[src/rtl/mt_sink_pkg.sv]
// Shared constants and width helpers for the MouseTrap synchronous sink.
// MT_SINK_SYNC3_EN selects a 3-flop request synchronizer instead of 2.
package mt_sink_pkg;

`ifdef MT_SINK_SYNC3_EN
  localparam int SYNC_STAGES = 3;
`else
  localparam int SYNC_STAGES = 2;
`endif

  // Read/write pointer width for a power-of-two FIFO depth.
  function automatic int ptr_w(input int depth);
    return (depth > 1) ? $clog2(depth) : 1;
  endfunction

  // Occupancy counter width: must represent 0..depth inclusive.
  function automatic int lvl_w(input int depth);
    return $clog2(depth) + 1;
  endfunction

endpackage

[src/rtl/mt_req_sync.sv]
// Flop-chain synchronizer that brings the 2-phase request into the clock domain.
// Depth comes from mt_sink_pkg::SYNC_STAGES, which MT_SINK_SYNC3_EN controls.
module mt_req_sync
  import mt_sink_pkg::*;
#(
  parameter int STAGES = SYNC_STAGES
) (
  input  logic clk,
  input  logic srst,
  input  logic i_async,
  output logic o_sync
);

  // Attribute keeps the chain intact and placed together as a synchronizer.
  (* ASYNC_REG = "TRUE" *) logic [STAGES-1:0] r_chain;

  always_ff @(posedge clk) begin
    if (srst) begin
      r_chain <= '0;
    end else begin
      r_chain <= {r_chain[STAGES-2:0], i_async};
    end
  end

  assign o_sync = r_chain[STAGES-1];

endmodule

[src/rtl/mousetrap_sync_sink.sv]
// Terminates a MouseTrap 2-phase bundled-data pipeline into a valid/ready FIFO.
// MT_SINK_SYNC3_EN (see mt_sink_pkg) lengthens the request synchronizer to 3 flops.
module mousetrap_sync_sink
  import mt_sink_pkg::*;
#(
  parameter int WIDTH = 8,
  parameter int DEPTH = 2
) (
  input  logic                     Clk,
  input  logic                     extReset,
  input  logic                     ReqIn,
  input  logic [WIDTH-1:0]         DataIn,
  output logic                     AckOut,
  output logic                     OutValid,
  output logic [WIDTH-1:0]         OutData,
  input  logic                     OutReady,
  output logic [lvl_w(DEPTH)-1:0]  Level
);

  localparam int PW = ptr_w(DEPTH);
  localparam int LW = lvl_w(DEPTH);

  logic             w_req_sync;
  logic             w_pending;
  logic             w_full;
  logic             w_push;
  logic             w_pop;

  logic             r_req_seen;
  logic             r_ack;
  logic [PW-1:0]    r_wr_ptr;
  logic [PW-1:0]    r_rd_ptr;
  logic [LW-1:0]    r_level;
  logic [WIDTH-1:0] r_mem [DEPTH];

  mt_req_sync #(
    .STAGES (SYNC_STAGES)
  ) u_req_sync (
    .clk     (Clk),
    .srst    (extReset),
    .i_async (ReqIn),
    .o_sync  (w_req_sync)
  );

  // A token is pending whenever the synchronized phase differs from the last one accepted.
  assign w_pending = w_req_sync ^ r_req_seen;
  assign w_full    = (r_level == LW'(DEPTH));
  assign w_push    = w_pending & ~w_full;
  assign w_pop     = OutValid & OutReady;

  always_ff @(posedge Clk) begin
    if (extReset) begin
      r_req_seen <= 1'b0;
      r_ack      <= 1'b0;
      r_wr_ptr   <= '0;
      r_rd_ptr   <= '0;
      r_level    <= '0;
    end else begin
      if (w_push) begin
        r_req_seen <= w_req_sync;
        r_ack      <= ~r_ack;
        r_wr_ptr   <= r_wr_ptr + PW'(1);
      end
      if (w_pop) begin
        r_rd_ptr <= r_rd_ptr + PW'(1);
      end
      case ({w_push, w_pop})
        2'b10:   r_level <= r_level + LW'(1);
        2'b01:   r_level <= r_level - LW'(1);
        default: r_level <= r_level;
      endcase
    end
  end

  // Storage is not reset; DataIn is held stable by the sender until AckOut toggles.
  always_ff @(posedge Clk) begin
    if (w_push) begin
      r_mem[r_wr_ptr] <= DataIn;
    end
  end

  assign AckOut   = r_ack;
  assign OutValid = (r_level != '0);
  assign OutData  = r_mem[r_rd_ptr];
  assign Level    = r_level;

endmodule

[config.mk]
export PLATFORM = sky130hd
export DESIGN_NAME = mousetrap_sync_sink
export DESIGN_NICKNAME = d
export VERILOG_FILES = /design/src/rtl/mt_sink_pkg.sv /design/src/rtl/mt_req_sync.sv /design/src/rtl/mousetrap_sync_sink.sv
export SDC_FILE = /design/constraint.sdc
export NUM_CORES = 1
export LEC_CHECK = 0
export BUFFER_PORTS_ARGS = -buffer_cell sky130_fd_sc_hd__buf_2
export CORE_MARGIN = 4
export CORE_UTILIZATION = 40
export CTS_CLUSTER_SIZE = 10
export DETAILED_ROUTE_END_ITERATION = 12
export HOLD_SLACK_MARGIN = 0.05
export PLACE_DENSITY = 0.74
export SYNTH_ARGS = -nofsm -noshare
export SYNTH_HDL_FRONTEND = slang
export SYNTH_SLANG_ARGS = --single-unit
[constraint.sdc]
create_clock -name Clk -period 1.6 [get_ports Clk]
set_clock_uncertainty 0.1 [all_clocks]
set_input_delay 0.32 -clock Clk [delete_from_list [all_inputs] [get_ports Clk]]
set_output_delay 0.32 -clock Clk [all_outputs]
set_load 0.01 [all_outputs]
==> results.md <==
* Synth area leaders: edfxtp_1, dfxtp_1, mux2_1, xnor2_1, a21oi_1
* CTS Root Cell: clkbuf_4
* # rows at 17
* Failing checks: negative setup slack
* Vias at 581
* Post-Syn Area at 939.7 um2
* Port Buffer Count at 23
* Hold Fails Final Rpt at 0
* Clk_lat worst skew at 0.30 ns
* Power per cell area at 1347 nW/um2
* Critical Path AT at 1.22 ns
* Fmax achieved at 610.0 MHz
* Clock transition at the registers of the reported paths at 0.12 ns
* CP delay by family, top: flip-flops
* Pre-CTS setup slack at -0.01023 ns
* Total congestion overflow at 0
* Crit share post-route at 1.025
* Initial Util at 0.4207
* Final ANT Viol Nets at 0
* # DRC at 0
* Minimum clock period at 1.639 ns
* Number of H-tree levels at 1
* Largest family of logic cells by synthesized area: multiplexers
* Routability cong. at 0.7592
* Met3 WL at 110 um
* Register bit total from synthesis at 25
* Average wire per cell in the routed design at 11.92 um
* CORE AREA at 2233 um2
* Ys Warns at 0
* Max-Cap Viols at 0
* First drt pass iteration count at 2
* Commonest non-fill, non-tap cell in the layout: edfxtp_1
* Syn nets at 78
* Buf/Inv on CP at 2
* Share of cells above drive strength 1 at 0.4947
* Initial antenna violation count at 0
* CTS tree: yes
* LEAKAGE at 0.0005123 uW
* Layout area overhead at 35.55%
* Met2 WL at 751 um
* Util after Layout at 0.5703
* Worst-Margin Slew at 0.3936 ns
* Worst EP required at 1.18 ns
* Worst-case reg-to-reg path depth at 6
* Syn Area/Cell at 14.46 um2
* Drt total wl at 1466 um
* Hold WS at 0.09917 ns
* Cells after Synth at 65
* Top routing layer used: met3
* Post-Synth Adder-Cell Area at 0.01332
* Final setup viols at 8
* GRT Total Usage at 0.09629
* Setup TNS at -0.3033 ns
* Status: finished with violations
* Worst path max stage delay at 0.35 ns
* Pin count of the biggest net entering global routing at 14
* DRT met1 WL at 604 um
* Worst setup margin at -0.03939 ns
* Commonest non-fill, non-tap cells in the layout: edfxtp_1, buf_2, mux2_4, buf_6, dfxtp_1
* Hold Crit Class: primary input to flop
* Maximum clock path buffer count at 2
* TritonCTS sink count at 25
* Die Area at 3188 um2
* Yosys top cell area share at 0.5113
* RR Endpoint: Level[1]$_SDFFE_PP0P_
* End of the critical path: OutData[5]
* Rel. slew slack at 0.7376
* Hold_buf cts at 0
* Multiplexer area fraction after synthesis at 0.09587
* Num CTS Buffers at 3
* First-pass GRT wire length at 2366 um
* Nets at 109
* Sequential share of the synthesized area at 0.7031
* FILL cells at 193
* RSZ-0062 raised after global routing: true
* R2R Setup Slk at 0.05 ns
* Io pins at 24
* CP max FO at 8
* CP Cell Sequence: buf_8 > mux2_4 > buf_6
* Worst R2R Start: r_req_seen$_SDFFE_PP0N_
* Vias/cell at 4.724
* Setup Crit Path Kind: flop to primary output
* N_diodes at 0
* Post-synthesis simple-gate area fraction at 0.08389
* Levels on crit path at 3
* Hpwl dp at 1069 um
* Slew Limit Fails at 0
* CP Launch Type: flop
* Synth unique cells at 18
* Hold_sp: DataIn[6]
* Compound-Gate Fraction of Synth Area at 0.04527
* Crit-path slowest cell: dfxtp_2
* Worst Setup End Kind: primary output
* Leading area contributor after synthesis: edfxtp_1
* VDD IR-drop max at 0.9943 mV
* Number of global-route vias before repair at 556
* XOR/XNOR Fraction of Synth Area at 0.04660
* Die W at 56.47 um
* Die height at 56.47 um
* Number of DRC markers in iteration 0 at 6
-- power by group --
| part | switching (uW) | total (uW) | leakage [uW] | internal, uW |
|---|---|---|---|---|
| registers | 50.0 | 820 | 0.000222 | 770 |
| logic | 259 | 640 | 0.000275 | 381 |
| clock network | 159 | 256 | 0.0000150 | 96.9 |
-- area by class of cell --
cell class,count,area [um2],area share
flip-flops and latches,25,671.9,0.5275
multi-input cells,37,314.1,0.2466
well taps,28,35.03,0.02750
repair buffers,28,222.7,0.1749
inverters,1,3.754,0.002947
clock buffers,4,26.28,0.02063
-- stage by stage --
step	total power, uW	cells	area, um2
after floorplan	1100	65	940.9
after global placement	1274	118	1126
after detailed placement	1289	118	1126
after CTS	1721	123	1254
after global routing	1828	123	1274
final	1715	123	1274
-- registers in the layout (all words and copies together) (netlist names), named ones only --
name,count
AckOut,1
Level,2
r_mem,16
r_rd_ptr,1
r_req_seen,1
r_wr_ptr,1
u_req_sync.r_chain,2
-- worst min-delay path by stage --
stage | endpoint | slack [ns] | cells past startpoint
floorplan | u_req_sync.r_chain[1]$_SDFF_PP0_ | 0.31 | 1
global placement | u_req_sync.r_chain[1]$_SDFF_PP0_ | 0.32 | 1
detailed placement | u_req_sync.r_chain[1]$_SDFF_PP0_ | 0.34 | 1
CTS | r_mem[0][6]$_DFFE_PP_ | 0.09 | 1
global route | r_mem[1][6]$_DFFE_PP_ | 0.06 | 1
finish | r_mem[0][6]$_DFFE_PP_ | 0.1 | 1
-- logic make-up after synthesis --
kind of cell,count (synthesis)
AO/OA/AOI/OAI,8
XOR/XNOR,5
adder cells (fa/ha/maj),1
buffers and inverters,3
flip-flops,25
multiplexers,8
AND/OR/NAND/NOR,15
-- cells in the mapped netlist --
master    count
nand2b_1      1
edfxtp_1     16
dfxtp_1       9
xnor2_1       3
and3_1        1
mux2_1        8
ha_1          1
inv_1         1
clkbuf_1      2
xor2_1        2
o21ai_0       3
or2_1         1
nor2b_1       3
a21oi_1       4
nor2_1        3
or3_1         3
nand2_1       3
o21a_1        1
-- layer usage --
layer,vias to the layer above,GRT usage
met5,-,0
li1,291,-
met4,0,0.04068
met1,271,0.1124
met2,19,0.1601
met3,0,0.03218
-- timing repair --
| action | CTS | global route |
|---|---|---|
| resized for setup | 22 | 6 |
| pin swaps | 0 | 5 |
| buffers inserted | 1 | 0 |
| setup endpoints to repair | 9 | 9 |
Power figures use the tool's default switching activity.
